`src/rtl/riscv_mem_pkg.sv`:
```
// Shared types and constants for the MEM-stage access controller.
// The MEM_TIMEOUT_EN macro controls the optional bus timeout in mem_access_ctrl.
package riscv_mem_pkg;

  localparam int DEF_ADDR_W = 32;
  localparam int DEF_DATA_W = 32;
  localparam int DEF_TIMEOUT_CYCLES = 64;

  // Low address bits that must be zero for a word access
  localparam logic [1:0] ALIGN_MASK = 2'b11;

  typedef enum logic [1:0] {
    IDLE = 2'd0,
    REQ  = 2'd1,
    WAIT = 2'd2,
    DONE = 2'd3
  } memState_t;

  // True when the address is not word-aligned
  function automatic logic isMisaligned(input logic [1:0] lowBits);
    return (lowBits & ALIGN_MASK) != 2'b00;
  endfunction

endpackage

```
`src/rtl/mem_timeout_ctr.sv`:
```
// Cycle counter that bounds time spent waiting on the data bus.
// Only instantiated when MEM_TIMEOUT_EN is defined.
module mem_timeout_ctr #(
  parameter int LIMIT = 64
) (
  input  logic clk,
  input  logic rst_n,
  input  logic clear,
  input  logic enable,
  output logic expired
);

  localparam int CW = (LIMIT > 1) ? $clog2(LIMIT) : 1;

  logic [CW-1:0] count;

  // Fires in the LIMIT-th enabled cycle after a clear
  assign expired = enable && (count == CW'(LIMIT - 1));

  // Count enabled cycles; saturate once expired so it never wraps
  always_ff @(posedge clk) begin
    if (!rst_n) begin
      count <= '0;
    end else if (clear) begin
      count <= '0;
    end else if (enable && !expired) begin
      count <= count + 1'b1;
    end
  end

endmodule

```
`src/rtl/mem_access_ctrl.sv`:
```
// MEM-stage data memory access sequencer. Issues one bus transaction per
// load/store, freezes the pipeline until it completes, returns load data.
// Optional bus timeout: define MEM_TIMEOUT_EN.
import riscv_mem_pkg::*;

module mem_access_ctrl #(
  parameter int ADDR_W = DEF_ADDR_W,
  parameter int DATA_W = DEF_DATA_W,
  parameter int TIMEOUT_CYCLES = DEF_TIMEOUT_CYCLES
) (
  input  logic              clk,
  input  logic              rst_n,
  input  logic              mem_req_i,
  input  logic              mem_write_i,
  input  logic [ADDR_W-1:0] addr_i,
  input  logic [DATA_W-1:0] wdata_i,
  output logic              stall_o,
  output logic [DATA_W-1:0] load_data_o,
  output logic              err_o,
  output logic              bus_valid_o,
  output logic              bus_we_o,
  output logic [ADDR_W-1:0] bus_addr_o,
  output logic [DATA_W-1:0] bus_wdata_o,
  input  logic              bus_ready_i,
  input  logic              bus_rvalid_i,
  input  logic [DATA_W-1:0] bus_rdata_i
);

  memState_t state;
  logic      misaligned;
  logic      startReq;
  logic      timedOut;

  assign misaligned = isMisaligned(addr_i[1:0]);
  assign startReq   = (state == IDLE) && mem_req_i && !misaligned;

  // Freeze upstream registers from the first MEM cycle until the access resolves
  assign stall_o = ((state == IDLE) && mem_req_i) || (state == REQ) || (state == WAIT);

`ifdef MEM_TIMEOUT_EN
  mem_timeout_ctr #(
    .LIMIT(TIMEOUT_CYCLES)
  ) uTimeout (
    .clk    (clk),
    .rst_n  (rst_n),
    .clear  (startReq),
    .enable ((state == REQ) || (state == WAIT)),
    .expired(timedOut)
  );
`else
  // Without the timeout the FSM waits on the bus indefinitely
  logic unusedTimeoutCfg;
  assign unusedTimeoutCfg = (TIMEOUT_CYCLES != 0);
  assign timedOut = 1'b0;
`endif

  // Access FSM with registered bus outputs, error pulse and load-data capture
  always_ff @(posedge clk) begin
    if (!rst_n) begin
      state       <= IDLE;
      bus_valid_o <= 1'b0;
      bus_we_o    <= 1'b0;
      bus_addr_o  <= '0;
      bus_wdata_o <= '0;
      load_data_o <= '0;
      err_o       <= 1'b0;
    end else begin
      err_o <= 1'b0;
      case (state)
        IDLE: begin
          if (mem_req_i) begin
            if (misaligned) begin
              // Fault without touching the bus
              state <= DONE;
              err_o <= 1'b1;
            end else begin
              bus_valid_o <= 1'b1;
              bus_we_o    <= mem_write_i;
              bus_addr_o  <= addr_i;
              bus_wdata_o <= wdata_i;
              state       <= REQ;
            end
          end
        end
        REQ: begin
          // Completion wins over a timeout landing in the same cycle
          if (bus_ready_i) begin
            bus_valid_o <= 1'b0;
            if (bus_we_o) begin
              state <= DONE;
            end else if (bus_rvalid_i) begin
              load_data_o <= bus_rdata_i;
              state       <= DONE;
            end else begin
              state <= WAIT;
            end
          end else if (timedOut) begin
            bus_valid_o <= 1'b0;
            err_o       <= 1'b1;
            state       <= DONE;
          end
        end
        WAIT: begin
          if (bus_rvalid_i) begin
            load_data_o <= bus_rdata_i;
            state       <= DONE;
          end else if (timedOut) begin
            err_o <= 1'b1;
            state <= DONE;
          end
        end
        DONE: begin
          // Pipeline advances this cycle; the stale mem_req_i is ignored
          state <= IDLE;
        end
        default: begin
          state       <= IDLE;
          bus_valid_o <= 1'b0;
        end
      endcase
    end
  end

endmodule

```
`config.mk`:
```
export PLATFORM = sky130hd
export DESIGN_NAME = mem_access_ctrl
export DESIGN_NICKNAME = d
export VERILOG_FILES = /design/src/rtl/riscv_mem_pkg.sv /design/src/rtl/mem_timeout_ctr.sv /design/src/rtl/mem_access_ctrl.sv
export SDC_FILE = /design/constraint.sdc
export NUM_CORES = 1
export LEC_CHECK = 0
export CAP_MARGIN = 20
export CORE_MARGIN = 2
export CORE_UTILIZATION = 40
export DETAILED_ROUTE_END_ITERATION = 10
export PLACE_DENSITY = 0.8
export SETUP_SLACK_MARGIN = 0.2
export SLEW_MARGIN = 5
export SYNTH_ARGS = -nofsm -noshare
export SYNTH_HDL_FRONTEND = slang
export SYNTH_HIERARCHICAL = 1
export SYNTH_SLANG_ARGS = --single-unit
```
`constraint.sdc`:
```
create_clock -name clk -period 2 [get_ports clk]
set_input_delay 0.4 -clock clk [delete_from_list [all_inputs] [get_ports clk]]
set_output_delay 0.4 -clock clk [all_outputs]
set_load 0.01 [all_outputs]
```
==> Flow_metrics.wiki, run 1 <==
{| class="wikitable"
! Metric !! Value
|-
| Run status || complete, no violations
|-
| Relative slew margins || 66.14%
|-
| Synth warn || 6
|-
| Post-route cell area || 6377 um2
|-
| Pin count of the biggest net entering global routing || 134
|-
| Critical Path Slowest Stage Cell || sky130_fd_sc_hd__clkdlybuf4s50_1
|-
| I/O Buffers || 201
|-
| Setup violators final || 0
|-
| WP data required || 1.60 ns
|-
| ANT cells || 0
|-
| Average cell area after synthesis || 8.956 um2
|-
| Clk sinks || 101
|-
| Kind of cell adding the most delay to the critical path || buffers and inverters
|-
| Max-cap violation count || 0
|-
| Part of the cycle the worst path needs || 85.36%
|-
| WP buf/inv || 1
|-
| Worst hold stages || 2
|-
| Routed wire length per instance || 13.71 um
|-
| Clock tree buffer depth || 2
|-
| Final Net Count || 750
|-
| Depth of the worst register-to-register path || 8
|-
| Net load switching power || 1537 uW
|-
| Residual DRC count || 0
|-
| Mapped Nets || 562
|-
| Area growth from synthesis to final layout || 56.49%
|-
| Via count of the first global-routing pass || 3649
|-
| Core Rows || 36
|-
| Number of antenna violations at the first check in global routing || 0
|-
| Width of the chip || 104.9 um
|-
| Part of the Yosys area used for sequential elements || 49.62%
|-
| Portion of total power attributed to sequential cells || 46.4%
|-
| Clock tree from TritonCTS || done
|-
| Combinational cell fraction of total power || 30.3%
|-
| Worst-Margin Slew || 0.5079 ns
|-
| Fin. Hold Viols || 0
|-
| Via density per instance || 4.694
|-
| Commonest cells after routing, fill and taps aside || sky130_fd_sc_hd__clkdlybuf4s50_1 (199), sky130_fd_sc_hd__nand2_1 (161), sky130_fd_sc_hd__dfxtp_1 (99)
|-
| Via count || 3666
|-
| Most common cell after layout, fill and taps aside || sky130_fd_sc_hd__clkdlybuf4s50_1
|-
| Area inside the core boundary || 9819 um2
|-
| List of cells traversed by the critical path || clkdlybuf4s50_1
|-
| FF-to-FF End || bus_wdata_o[29]$_SDFFE_PN0P_
|-
| Cell area after technology mapping || 4075 um2
|-
| Placed instance area || 6186 um2
|-
| Count of TritonRoute iterations in the first routing pass || 4
|-
| Die footprint || 11010 um2
|-
| Remaining Overflow, GRT || 0
|-
| Leakage component of the power || 0.002195 uW
|-
| Hold-critical path endpoint || load_data_o[29]$_SDFFE_PN0P_
|-
| Clock network fraction of design power || 23.3%
|-
| Antenna Nets Post-Route || 0
|-
| Max Fclk || 585.8 MHz
|-
| Initial Util || 41.50%
|-
| Power density over the cells || 786.4 nW/um2
|-
| Path type of the worst min-delay path || flip-flop to flip-flop
|-
| Async S/R FF share, synth || 0%
|-
| Number of I/O pins || 202
|-
| Setup Crit Path Kind || flip-flop to primary output
|-
| Final min period || 1.707 ns
|-
| Max stage delay on crit path || 0.56 ns
|-
| Main flop type after synthesis || sky130_fd_sc_hd__dfxtp_1
|-
| Number of fillers in the final layout || 804
|-
| Setup TNS || 0 ns
|-
| Crit Reg-Reg Startpoint || state[0]$_SDFFE_PN0P_
|-
| Post-CTS setup buffer count || 0
|-
| GRT Resource Usage Total || 19.20%
|-
| Chip Height || 104.9 um
|-
| Reg clk slew, reported paths || 0.10 ns
|-
| Max Transition Viols Final || 0
|-
| Peak VDD IR || 0.5007 mV
|-
| Nature of the critical path endpoint || primary output
|-
| Fin Clk Skew || 0.01083 ns
|-
| Worst Setup Start Kind || flip-flop
|-
| Number of buffers created by CTS || 9
|-
| Max H-tree Level || 3
|-
| Proportion of layout cells with a drive suffix above 1 || 14.97%
|-
| Wire length of the first global-routing pass || 17190 um
|-
| DRT iter0 DRCs || 92
|-
| Wirelength, routed || 10700 um
|-
| Setup repair after global routing missed its margin || false
|-
| Critical path arrival || 1.31 ns
|-
| Post-synth cell types || 29
|-
| Maximum fanout along the worst path || 4
|-
| Setup slack of the worst register-to-register path || 0.39 ns
|-
| Sw frac || 30.65%
|-
| Synthesis-stage register bit count || 101
|-
| Clock root buffer master || sky130_fd_sc_hd__clkbuf_8
|-
| RD Place Congestion || 0.7844
|-
| Hold-fix buffers, CTS || 0
|-
| Int Power || 3478 uW
|-
| Worst skew pair latency || 0.36 ns
|-
| Post-synth EDFFs || 0
|-
| Launch point of the worst hold path || load_data_o[29]$_SDFFE_PN0P_
|-
| Post-detail-place hpwl || 7730 um
|-
| Cell count after synthesis || 455
|}
metal layers:
| metal | part of all wire, % | up-vias | track usage [%] |
|---|---|---|---|
| li1 | - | 1865 | - |
| met1 | 43 | 1631 | 23.16 |
| met2 | 46 | 155 | 31.45 |
| met3 | 9.8 | 15 | 7.361 |
| met4 | 1.6 | 0 | 6.286 |
| met5 | 0 | - | 0 |
layout make-up:
type | instances | area (um2) | share of cell area (%)
flip-flops and latches | 101 | 2024 | 31.74
clock buffers | 10 | 127.6 | 2.001
well taps | 133 | 166.4 | 2.609
multi-input cells | 317 | 1876 | 29.41
inverters | 4 | 15.01 | 0.2354
repair buffers | 210 | 2122 | 33.27
clock inverters | 6 | 46.29 | 0.7259
registers in the layout, indices dropped and copies added, names as in the netlist:
name         cells
load_data_o     32
bus_addr_o      32
err_o            1
bus_valid_o      1
state            2
bus_we_o         1
bus_wdata_o     32
through the flow:
step	total power (uW)	setup slack [ns]	hold slack, ns	cells	utilization [%]
final	5015	0.2928	0.4644	781	64.95
after global routing	5315	0.2267	0.4755	781	64.95
after CTS	5072	0.2119	0.4660	781	65.00
after detailed placement	3867	0.05504	0.4518	765	63.00
after global placement	3820	0.05248	0.4428	765	63.00
after floorplan	3110	0.5363	0.4707	455	-
worst max-delay path by stage:
| stage | from | end | cells past startpoint |
|---|---|---|---|
| after CTS | state[0]$_SDFFE_PN0P_ | stall_o | 5 |
| after global routing | state[0]$_SDFFE_PN0P_ | stall_o | 5 |
| final | bus_we_o$_SDFFE_PN0P_ | bus_we_o | 1 |
| after floorplan | state[1]$_SDFFE_PN0P_ | load_data_o[21]$_SDFFE_PN0P_ | 7 |
| after global placement | mem_req_i | stall_o | 4 |
| after detailed placement | mem_req_i | stall_o | 4 |
cell usage after synthesis (2+ instances only):
library cell | count | area [um2]
sky130_fd_sc_hd__nand2_1 | 161 | 604.3
sky130_fd_sc_hd__dfxtp_1 | 101 | 2022
sky130_fd_sc_hd__a21boi_2 | 59 | 664.4
sky130_fd_sc_hd__nand3_1 | 33 | 165.2
sky130_fd_sc_hd__o21ai_0 | 28 | 140.1
sky130_fd_sc_hd__buf_2 | 12 | 60.06
sky130_fd_sc_hd__clkbuf_1 | 11 | 41.29
sky130_fd_sc_hd__buf_6 | 6 | 67.56
sky130_fd_sc_hd__a21boi_0 | 5 | 37.54
sky130_fd_sc_hd__ha_1 | 5 | 62.56
sky130_fd_sc_hd__o21ai_1 | 5 | 25.02
sky130_fd_sc_hd__inv_1 | 4 | 15.01
sky130_fd_sc_hd__nor2_1 | 4 | 15.01
sky130_fd_sc_hd__a21oi_1 | 3 | 15.01
sky130_fd_sc_hd__clkbuf_2 | 3 | 15.01
sky130_fd_sc_hd__and3_1 | 2 | 12.51
what timing repair did:
action | 4_1_cts | 5_1_grt
resized for setup | 11 | 1
pin swaps | 1 | 0
cloned | 0 | 0
endpoints found under the setup margin | 1 | 1
logic make-up after synthesis:
| family | count (synthesis) | share of synthesized area, % |
|---|---|---|
| fa+ha+maj | 5 | 1.535 |
| flops | 101 | 49.62 |
| buf+inv | 37 | 4.974 |
| simple gates | 206 | 20.82 |
| compound gates | 106 | 23.06 |
power by group through the flow:
stage / logic [uW] / registers [uW] / clock network (uW)
floorplan: 671 / 2440 / 0
global placement: 1470 / 2350 / 0
detailed placement: 1500 / 2360 / 0
CTS: 1540 / 2330 / 1200
global route: 1670 / 2350 / 1290
finish: 1520 / 2320 / 1170
(Power assumes the default switching activity.)
==> run 2: changes to the inputs <==
- CORE_UTILIZATION: 40 -> 25
- PLACE_DENSITY: 0.8 -> not set
- TNS_END_PERCENT: not set -> 5
==> run 2 against run 1 <==
Compared with the run above: sequential cell count is the same; worst setup slack worse by 0.0070 ns; global-route usage is 6.2 points lower; core utilization down 23 points; sequential share of layout area fell by 1.2 points; combinational power hardly changed; sequential power about the same; hold slack worse by 0.0031 ns; final area is 3.8% higher; register-to-register slack improved by 0.03 ns; critical path type unchanged.
==> Flow_metrics.wiki, run 2 (same netlist as run 1, synthesis figures left out) <==
{| class="wikitable"
! Metric !! Value
|-
| Run status || complete, no violations
|-
| List of cells traversed by the critical path || clkdlybuf4s50_1
|-
| GRT Resource Usage Total || 13.00% (-6.2 points)
|-
| Proportion of layout cells with a drive suffix above 1 || 14.95% (-0.023 points)
|-
| Utilization after layout || 41.68% (-23 points)
|-
| Max Transition Viols Final || 0 (unchanged)
|-
| Most common cell after layout, fill and taps aside || sky130_fd_sc_hd__clkdlybuf4s50_1
|-
| Setup Crit Path Kind || flip-flop to primary output
|-
| Clock tree from TritonCTS || done
|-
| Hold-fix buffers, CTS || 0 (unchanged)
|-
| Core Rows || 46 (+28%)
|-
| Fin. Hold Viols || 0 (unchanged)
|-
| Number of fillers in the final layout || 1565 (+95%)
|-
| Wire length of the first global-routing pass || 18460 um (+7.4%)
|-
| Number of antenna violations at the first check in global routing || 0 (unchanged)
|-
| Placed Instances || 849 (+11%)
|-
| Net load switching power || 1568 uW (+2.0%)
|-
| Portion of total power attributed to sequential cells || 41.6% (-4.8 points)
|-
| Via density per instance || 4.290 (-8.6%)
|-
| Count of TritonRoute iterations in the first routing pass || 4 (unchanged)
|-
| Worst Setup Start Kind || flip-flop
|-
| Part of the cycle the worst path needs || 85.71% (+0.35 points)
|-
| Peak VDD IR || 0.3493 mV (-30%)
|-
| Maximum fanout along the worst path || 4 (unchanged)
|-
| Final Non-Filler Cells || 865 (+11%)
|-
| Routed wire length per instance || 12.85 um (-6.3%)
|-
| RD Place Congestion || 0.7388 (-5.8%)
|-
| Max-cap violation count || 0 (unchanged)
|-
| Sw frac || 28.06% (-2.6 points)
|-
| Reg clk slew, reported paths || 0.07 ns (-0.03 ns)
|-
| Relative slew margins || 76.23% (+10 points)
|-
| Nature of the critical path endpoint || primary output
|-
| Setup violators final || 0 (unchanged)
|-
| WP buf/inv || 1 (unchanged)
|-
| Kind of cell adding the most delay to the critical path || buffers and inverters
|-
| Via count || 3711 (+1.2%)
|-
| Path type of the worst min-delay path || flip-flop to flip-flop
|-
| Final Net Count || 751 (+0.13%)
|-
| Area inside the core boundary || 15890 um2 (+62%)
|-
| Largest registers in the final layout || bus_addr_o (32), bus_wdata_o (32), load_data_o (32)
|-
| Max H-tree Level || 3 (unchanged)
|-
| Pin count of the biggest net entering global routing || 65 (-51%)
|-
| Via count of the first global-routing pass || 3705 (+1.5%)
|-
| Clk sinks || 101 (unchanged)
|-
| Final min period || 1.714 ns (+0.007004 ns)
|-
| Fin Clk Skew || 0.008012 ns (-0.002822 ns)
|-
| Number of I/O pins || 202 (unchanged)
|-
| Wirelength, routed || 11110 um (+3.8%)
|-
| WP data required || 1.60 ns (about the same)
|-
| Combinational cell fraction of total power || 27.3% (-3.0 points)
|-
| Clock root buffer master || sky130_fd_sc_hd__clkbuf_16
|-
| Antenna Nets Post-Route || 0 (unchanged)
|-
| Setup repair after global routing missed its margin || false
|-
| Worst-Margin Slew || 0.3566 ns (-0.1513 ns)
|-
| Leakage component of the power || 0.002263 uW (+3.1%)
|-
| Worst skew pair latency || 0.34 ns (-0.02 ns)
|-
| ANT cells || 0 (unchanged)
|-
| Clock tree buffer depth || 2 (unchanged)
|-
| Area growth from synthesis to final layout || 62.48%
|-
| Setup TNS || 0 ns (unchanged)
|-
| Initial Util || 25.65% (-16 points)
|-
| Number of buffers created by CTS || 9 (unchanged)
|-
| Critical Path Slowest Stage Cell || sky130_fd_sc_hd__clkdlybuf4s50_1
|-
| I/O Buffers || 201 (unchanged)
|-
| Max stage delay on crit path || 0.57 ns (about the same)
|-
| Clock network fraction of design power || 31.1% (+7.8 points)
|-
| Residual DRC count || 0 (unchanged)
|-
| Max Fclk || 583.4 MHz (-0.41%)
|-
| Remaining Overflow, GRT || 0 (unchanged)
|-
| Die footprint || 17340 um2 (+57%)
|-
| Post-detail-place hpwl || 8020 um (+3.8%)
|-
| Int Power || 4022 uW (+16%)
|-
| Width of the chip || 131.7 um (+25%)
|-
| Commonest cells after routing, fill and taps aside || sky130_fd_sc_hd__clkdlybuf4s50_1 (199), sky130_fd_sc_hd__nand2_1 (161), sky130_fd_sc_hd__dfxtp_1 (99)
|-
| Critical path arrival || 1.31 ns (about the same)
|-
| DRT iter0 DRCs || 119 (+29%)
|-
| Chip Height || 131.7 um (+25%)
|-
| Power density over the cells || 844.2 nW/um2 (+7.4%)
|}
[run 2: worst paths after layout]
kind	startpoint	end	slack, ns	cells past startpoint
worst max-delay path	bus_we_o$_SDFFE_PN0P_	bus_we_o	0.29	1
worst min-delay path	bus_addr_o[3]$_SDFFE_PN0P_	bus_addr_o[3]$_SDFFE_PN0P_	0.46	2
worst max register to register	state[0]$_SDFFE_PN0P_	bus_addr_o[2]$_SDFFE_PN0P_	0.42	8
worst min register to register	bus_addr_o[3]$_SDFFE_PN0P_	bus_addr_o[3]$_SDFFE_PN0P_	0.46	2
[run 2: through the flow]
stage                     hold WS (ns)  area, um2  power, uW  setup WS (ns)
after floorplan                 0.4707       4075       3110         0.5363
after global placement          0.4423       6310       3843        0.04771
after detailed placement        0.4535       6310       3877        0.03239
after CTS                       0.4655       6616       5664         0.2133
after global routing            0.4820       6621       5935         0.2335
final                           0.4613       6621       5590         0.2858
[run 2: layer usage]
| layer | global-route usage [%] | wire length [um] |
|---|---|---|
| met3 | 6.019 | 1113 |
| met2 | 21.55 | 5140 |
| met4 | 4.046 | 157 |
| met1 | 14.88 | 4700 |
| met5 | 0 | 0 |
[run 2: power by group through the flow]
stage / clock (uW) / sequential, uW / combinational (uW)
after detailed placement: 0 / 2360 / 1510
after global placement: 0 / 2350 / 1490
final: 1740 / 2330 / 1520
after global routing: 1900 / 2360 / 1680
after floorplan: 0 / 2440 / 671
after CTS: 1810 / 2330 / 1530
[run 2: area by class of cell]
class | count | area [um2] | share of cell area [%]
clock buffer | 12 | 246.5 | 3.723
clock inverter | 4 | 47.55 | 0.7181
inverter | 4 | 15.01 | 0.2268
multi-input combinational | 317 | 1876 | 28.33
sequential | 101 | 2024 | 30.57
tap | 216 | 270.3 | 4.082
timing repair buffer | 211 | 2142 | 32.35
[run 2: timing repair]
action                     in CTS  in global routing
setup endpoints to repair       1                  1
setup buffers                   0                  0
pin swaps                       1                  0
gates resized for setup        10                  2
==> run 3: changes to the inputs <==
- CTS_CLUSTER_DIAMETER: not set -> 40
==> results of run 3 <==
No change in the layout: final DEF, timing and power equal those of run 2.
